File: src/rtl/snn_run_sequencer.sv
// Batch run controller for the SNN core: per sample it clears, runs the network for sim_time steps,
// drains, scans the spike counters for the winning neuron and reports it.
module snn_run_sequencer #(
  parameter int unsigned NUM_OUTPUTS  = 1,
  parameter int unsigned COUNTER_SIZE = 32
) (
  input  logic                                  S_AXI_ACLK,
  input  logic                                  S_AXI_ARESETN,
  input  logic                                  start,
  input  logic                                  abort,
  input  logic [15:0]                           num_samples,
  input  logic [31:0]                           sim_time,
  input  logic [NUM_OUTPUTS*COUNTER_SIZE-1:0]   spike_counts,
  output logic                                  net_rst,
  output logic                                  net_en,
  output logic [15:0]                           sample_idx,
  output logic                                  result_valid,
  output logic [7:0]                            result_winner,
  output logic [COUNTER_SIZE-1:0]               result_count,
  output logic                                  busy,
  output logic                                  done
);

  typedef enum logic [2:0] {
    StIdle, StClear, StRun, StDrain, StScan, StReport, StDone
  } state_e;

  localparam logic [7:0] LastIdx = 8'(NUM_OUTPUTS - 1);

  state_e                  r_state;
  logic [15:0]             r_num_samples;
  logic [31:0]             r_sim_time;
  logic [31:0]             r_run_cnt;
  logic [7:0]              r_scan_idx;
  logic [7:0]              r_best_idx;
  logic [COUNTER_SIZE-1:0] r_best_cnt;
  logic                    r_net_rst;
  logic                    r_net_en;
  logic [15:0]             r_sample_idx;
  logic                    r_result_valid;
  logic [7:0]              r_result_winner;
  logic [COUNTER_SIZE-1:0] r_result_count;
  logic                    r_busy;
  logic                    r_done;

  logic [COUNTER_SIZE-1:0] w_cur;
  logic                    w_take;
  logic [7:0]              w_best_idx;
  logic [COUNTER_SIZE-1:0] w_best_cnt;
  logic                    w_last_sample;

  always_comb begin
    w_cur = '0;
    for (int i = 0; i < NUM_OUTPUTS; i++) begin
      if (r_scan_idx == 8'(i)) w_cur = spike_counts[i*COUNTER_SIZE +: COUNTER_SIZE];
    end
  end

  // Neuron 0 seeds the running best; later neurons win only on a strictly greater count.
  assign w_take        = (r_scan_idx == 8'd0) || (w_cur > r_best_cnt);
  assign w_best_idx    = w_take ? r_scan_idx : r_best_idx;
  assign w_best_cnt    = w_take ? w_cur : r_best_cnt;
  assign w_last_sample = (r_sample_idx + 16'd1) == r_num_samples;

  always_ff @(posedge S_AXI_ACLK or negedge S_AXI_ARESETN) begin
    if (!S_AXI_ARESETN) begin
      r_state         <= StIdle;
      r_num_samples   <= '0;
      r_sim_time      <= '0;
      r_run_cnt       <= '0;
      r_scan_idx      <= '0;
      r_best_idx      <= '0;
      r_best_cnt      <= '0;
      r_net_rst       <= 1'b0;
      r_net_en        <= 1'b0;
      r_sample_idx    <= '0;
      r_result_valid  <= 1'b0;
      r_result_winner <= '0;
      r_result_count  <= '0;
      r_busy          <= 1'b0;
      r_done          <= 1'b0;
    end else begin
      r_net_rst      <= 1'b0;
      r_result_valid <= 1'b0;
      if (abort && r_state != StIdle) begin
        r_state  <= StIdle;
        r_net_en <= 1'b0;
        r_busy   <= 1'b0;
        r_done   <= 1'b0;
      end else begin
        unique case (r_state)
          StIdle, StDone: begin
            if (start && !abort) begin
              r_num_samples <= num_samples;
              r_sim_time    <= sim_time;
              r_sample_idx  <= '0;
              if (num_samples == 16'd0) begin
                r_state <= StDone;
                r_done  <= 1'b1;
                r_busy  <= 1'b0;
              end else begin
                r_state   <= StClear;
                r_net_rst <= 1'b1;
                r_done    <= 1'b0;
                r_busy    <= 1'b1;
              end
            end
          end
          StClear: begin
            r_run_cnt <= '0;
            if (r_sim_time == 32'd0) begin
              r_state <= StDrain;
            end else begin
              r_state  <= StRun;
              r_net_en <= 1'b1;
            end
          end
          StRun: begin
            if (r_run_cnt == r_sim_time - 32'd1) begin
              r_state  <= StDrain;
              r_net_en <= 1'b0;
            end else begin
              r_run_cnt <= r_run_cnt + 32'd1;
            end
          end
          StDrain: begin
            r_state    <= StScan;
            r_scan_idx <= '0;
          end
          StScan: begin
            r_best_idx <= w_best_idx;
            r_best_cnt <= w_best_cnt;
            r_scan_idx <= r_scan_idx + 8'd1;
            if (r_scan_idx == LastIdx) begin
              r_state         <= StReport;
              r_result_winner <= w_best_idx;
              r_result_count  <= w_best_cnt;
              r_result_valid  <= 1'b1;
            end
          end
          StReport: begin
            r_sample_idx <= r_sample_idx + 16'd1;
            if (w_last_sample) begin
              r_state <= StDone;
              r_done  <= 1'b1;
              r_busy  <= 1'b0;
            end else begin
              r_state   <= StClear;
              r_net_rst <= 1'b1;
            end
          end
          default: r_state <= StIdle;
        endcase
      end
    end
  end

  assign net_rst       = r_net_rst;
  assign net_en        = r_net_en;
  assign sample_idx    = r_sample_idx;
  assign result_valid  = r_result_valid;
  assign result_winner = r_result_winner;
  assign result_count  = r_result_count;
  assign busy          = r_busy;
  assign done          = r_done;

endmodule

File: config.mk
export PLATFORM = sky130hd
export DESIGN_NAME = snn_run_sequencer
export DESIGN_NICKNAME = d
export VERILOG_FILES = /design/src/rtl/snn_run_sequencer.sv
export SDC_FILE = /design/constraint.sdc
export NUM_CORES = 1
export LEC_CHECK = 0
export CAP_MARGIN = 20
export CORE_MARGIN = 10
export CORE_UTILIZATION = 45
export CTS_BUF_LIST = sky130_fd_sc_hd__clkbuf_4
export CTS_CLUSTER_SIZE = 16
export DETAILED_ROUTE_END_ITERATION = 10
export PLACE_DENSITY = 0.67
export SYNTH_ARGS = -nofsm -noshare
export SYNTH_HDL_FRONTEND = slang
export SYNTH_SLANG_ARGS = --single-unit
File: constraint.sdc
create_clock -name S_AXI_ACLK -period 6.2 [get_ports S_AXI_ACLK]
set_input_delay 0.62 -clock S_AXI_ACLK [delete_from_list [all_inputs] [get_ports S_AXI_ACLK]]
set_output_delay 0.62 -clock S_AXI_ACLK [all_outputs]
set_load 0.05 [all_outputs]
# Yosys cells after proc, flatten, opt, wreduce, memory -nomap -nowiden
# Index checks and enable logic that the tools add are counted.
[word_totals] register_bits=192 in_bits=84 out_inout_bits=61 word_cells=97
[classes] add_sub_neg=4 magnitude_cmp=1 eq_ne=15 n_mux=37 bitwise=1 n_reduce_logical=24
[ops] operator="32-bit 2-to-1 mux" n=3
[ops] operator="32-bit one-hot mux with 2 select lines" n=1
[ops] operator="32-bit by 1-bit adder with 32-bit output (second input constant)" n=1
[ops] operator="32-bit equality test" n=1
[ops] operator="32-bit > comparator" n=1
[ops] operator="32-bit logical NOT" n=1
[ops] operator="16-bit one-hot mux with 2 select lines" n=1
[ops] operator="32-bit by 1-bit subtractor with 32-bit output (second input constant)" n=1
[ops] operator="3-bit AND reduction" n=7
[ops] operator="1-bit 2-to-1 mux" n=18
[ops] operator="3-bit 2-to-1 mux" n=6
[ops] operator="3-bit one-hot mux with 6 select lines" n=1
[ops] operator="16-bit by 1-bit adder with 16-bit output (second input constant)" n=1
[ops] operator="16-bit equality test" n=1
[ops] operator="16-bit logical NOT" n=1
[ops] operator="16-bit 2-to-1 mux" n=1
[ops] operator="8-bit one-hot mux with 2 select lines" n=1
[ops] operator="3-bit inequality test (second input constant)" n=5
[ops] operator="3-bit equality test (second input constant)" n=3
[ops] operator="3-bit nonzero test" n=3
[ops] operator="8-bit by 1-bit adder with 8-bit output (second input constant)" n=1
[ops] operator="8-bit logical NOT" n=1
[ops] operator="8-bit 2-to-1 mux" n=1
[ops] operator="1-bit one-hot mux with 2 select lines" n=4
[ops] operator="11 further kinds" n=17

# Depth between registers and ports, before layout
[logic_depth] word_depth=5 ltp_mapped=13 ltp_nobuf=11

# Worst setup path after synthesis
# Ideal clock, no wire load.
[synth_timing] path_type="register to register" from="register r_sim_time[17]" to="register r_run_cnt[17]" setup_ps=136 arrival_time_ps=3037 required_time_ps=6064 setup_slack_ps=3027 stages_incl_launch_ff=12 n_path_buf=2 synth_period_minus_slack_ps=3173 path_cell_list="dfrtp_1 > or4_4 > or2_1 > or3_4 > o31ai_2 > o211ai_1 > or4_4 > nor2_4 > buf_6 > buf_2 > or3_1 > a21oi_1"
[synth_via] elab_chain_cells=4
[synth_lines] item="start, declared" line="32" text="logic [31:0] r_sim_time;"
[synth_lines] item="start signal, assigned" line="95" text="r_sim_time <= sim_time;"
[synth_lines] item="32-bit by 1-bit subtractor with 32-bit output" line="119" text="if (r_run_cnt == r_sim_time - 32'd1) begin"
[synth_lines] item="32-bit equality test" line="119"
[synth_lines] item="2-bit inequality test (no line)"
[synth_lines] item="3-bit AND reduction (no line)"
[synth_lines] item="end signal, assigned" line="123" text="r_run_cnt <= r_run_cnt + 32'd1;"
[synth_lines] item="end, declared" line="33" text="logic [31:0] r_run_cnt;"
# Every way passes these cells.
# A chain may end at the register's enable or synchronous reset.

# Worst setup path after layout
[layout_timing] from="register r_sim_time[0]" to="register r_run_cnt[26]"
# Same word-level chain as after synthesis.

==> results.md <==
- Status: finished clean
- Pwr per Cell Area: slightly below 400 nW/um^2
- RSZ-0062 raised after global routing: no
- Combinational power share: between 40 and 50%
- Yosys warns: 0
- Initial DRC count: just over 600
- Clock Skew: slightly below 0.03 ns
- Hold-fix buffers, CTS: 0
- Sequence of cells on the critical path: inv_1 > ha_1 > nor3b_2 > nand4_1 > xnor2_1 > o21ai_0 > or3_1 > or4_4 > nor2_4 > or4_1 > a21oi_1
- Vias in the first global route: 6,671
- First-pass GRT wire length: approximately 36,000 um
- Post-Synth XOR/XNOR Area: 6.12%
- Main combinational cell family by area after synthesis: simple AND/OR/NAND/NOR gates
- Critical path launch point type: register
- DR pass1 iterations: 5
- Commonest non-fill, non-tap cell in the layout: dfrtp_1
- Compound-Gate Fraction of Synth Area: 13.3%
- Critical path class: reg2reg
- Setup WS pre-CTS: 2.12 ns
- Post-CTS Setup Inserts: 0
- WP buf/inv: 1
- Syn-to-layout area delta: 21.4%
- Yosys reg bits: ~150
- Sequential area share after synthesis: 44.3%
- DR vias/cell: 5.73
- Cts bufs inserted: 17
- Clock root cell: clkbuf_4
- Final hold vios: 0
- Slowest CP cell: nor2_4
- Die ar.: 25,000 um^2
- Total core area: 18,800 um^2
- Worst Hold Class: in2async
- DP HPWL: 15,800 um
- Most frequent cells in the layout: 152 x dfrtp_1, 143 x clkdlybuf4s50_1, 84 x mux2_2
- Ys flop type: dfrtp_1
- I/O pin count: 145
- Final slew viol count: 0
- R2R Setup Slk: 2.01 ns
- Async SR Flop Fraction: 100%
- Initial antenna violation count: 1
- Ratio of cells with drive above 1 in the final layout: 13.4%
- CP top delay family: simple AND/OR/NAND/NOR gates
- Layout fillers: between 1,500 and 2,000
- Syn Inst Count: roughly 870
- Final Util: 55.6%
- Setup TNS: 0 ns
- Vias: 7,068
- WP data arrival: 4.60 ns
- Avg Cell Area, Syn: 9.86 um^2
- Synthesized Nets: 960
- Setup violators final: 0
- Starting density of the core: approximately 46%
- Net Sw Frac: around 43%
- Clock power frac: 16.3%
- CTS Sinks: 152
- Synth Area in Simple Gates: 20.7%
- CP Max Fanout: 57
- Overall Global Routing Usage: 17.7%
- Layout net count: 1,075
- Leak pwr: 4.19 nW
- CP endpoint kind: register
- Post-Syn Area: 8590 um^2
- Sw power: 1.79 mW
- Max clock buf depth: 2
- Placement Rows: 50
- Fin cells: 1,234
- Period utilization: 67.5%
- Clk slew on worst S/H paths: 0.16 ns
- Worst-Skew Late Latency: 0.58 ns
- GR Overflow Total: 0
- Overall routed net length: 22,300 um
- Achievable clock frequency: 239 MHz
- Largest net degree at the start of global routing: 99
- Detail Route Antenna Nets: 0
- Final GP Congestion: approximately 0.87
- Slowest cell delay on critical path: 0.80 ns
- Post-synth EDFFs: 0
- CP required: approximately 6.6 ns
- Die W: 158 um
- Slew headroom: 27.6%
- Max-cap violations: 0
- Worst slew pin tran: 1.09 ns
- Port-buffer cells: 144
- Internal: 2.33 mW
- Adder-cell share of the synthesized area: less than 1%
- H-tree levels: 4
- # DRC: 0
- Final setup margin: just over 2 ns
- Flop pwr share: about two fifths
- CTS tree: built
- Count of cell types in the netlist: 67
- Placed cells: between 1,000 and 1,500
- Chip height: 158 um
- Routed WL per cell: 18.1 um
- VDD IR max: 266 uV
- CTS resizes: 0
- Post-synthesis mux area share: ~12%
- Min cycle time layout: approximately 4.2 ns
[worst paths after layout]
path / from / endpoint / cells past startpoint
max: r_sim_time[0]$_DFFE_PN0P_ / r_run_cnt[26]$_DFFE_PN0P_ / 11
min: S_AXI_ARESETN / result_count[6]$_DFFE_PN0P_ / 1
max reg2reg: r_sim_time[0]$_DFFE_PN0P_ / r_run_cnt[26]$_DFFE_PN0P_ / 11
min reg2reg: r_scan_idx[7]$_DFFE_PN0P_ / r_scan_idx[7]$_DFFE_PN0P_ / 1
max in group asynchronous: S_AXI_ARESETN / r_num_samples[14]$_DFFE_PN0P_ / 2
min in group S_AXI_ACLK: r_scan_idx[7]$_DFFE_PN0P_ / r_scan_idx[7]$_DFFE_PN0P_ / 1
[through the flow]
stage | hold WS (ns) | power, mW | cell area, um^2
CTS | 0.129 | 4.15 | 10400
finish | 0.0887 | 4.12 | 10400
global route | 0.128 | 4.39 | 10400
floorplan | 0.324 | 2.90 | 8590
global placement | 0.481 | 3.45 | 10100
detailed placement | 0.488 | 3.47 | 10100
[cells by family (layout without fill, tap and decap cells)]
group / Yosys count / after routing
compound gates: 186 / 186
xor+xnor: 60 / 60
simple gates: 314 / 314
mux: 89 / 89
flops: 152 / 152
buf+inv: 65 / 193
fa+ha+maj: 5 / 5
other cells: 0 / 1
[synth_stat cells, drive strengths merged, types with 3 or more instances]
library cell	number	share of area (%)
dfrtp	152	44
mux2	84	11
o21ai	69	4.0
nand2	58	2.5
nor2	49	2.2
a21oi	43	2.5
xnor2	40	4.1
clkbuf	33	1.4
or3	28	2.1
nand3	27	1.6
and3	23	1.7
nor4	23	2.0
or4	20	1.8
xor2	20	2.0
buf	17	1.2
o31ai	17	1.5
inv	14	0.61
nand4	14	1.0
nor3	14	0.82
nor2b	13	0.95
and2	10	0.73
o211ai	10	0.87
and4	9	0.92
a31oi	6	0.44
nor3b	6	0.58
a22oi	5	0.44
ha	5	0.73
mux2i	5	0.58
nand3b	5	0.44
o21a	5	0.44
a211oi	4	0.35
nand2b	4	0.29
o311ai	4	0.41
a41oi	3	0.31
nand4b	3	0.31
or2	3	0.22
[area by class of cell]
class	count	area [um^2]	share of cell area (%)
Tap cell	234	293	2.81
Clock inverter	15	178	1.70
Sequential cell	152	3800	36.5
Multi-Input combinational cell	654	4510	43.3
Timing Repair Buffer	146	1460	14.0
Antenna cell	1	2.50	0.0240
Inverter	15	56.3	0.540
Clock buffer	17	128	1.22
[power groups by stage]
stage	combinational (mW)	sequential, mW	clock (mW)
final	1.80	1.65	0.672
after global routing	1.95	1.70	0.742
after detailed placement	1.80	1.67	0
after global placement	1.79	1.66	0
after floorplan	1.04	1.87	0
after CTS	1.81	1.65	0.694
[metal layers]
metal	GRT usage [%]	up-vias	wire (um)	part of all wire, %
met5	0	-	0	0
met4	4.59	0	233	1.0
met3	6.08	16	1750	7.9
met2	26.6	183	10100	45
met1	23.8	3418	10200	46
li1	-	3451	-	-
[flip-flops by register name, summed over array words and instances, names as in the netlist]
register       cells
done               1
r_state            3
sample_idx        16
busy               1
result_valid       1
r_run_cnt         32
result_count      32
net_rst            1
r_scan_idx         8
result_winner      8
r_num_samples     16
net_en             1
r_sim_time        32
Power figures use the tool's default switching activity.
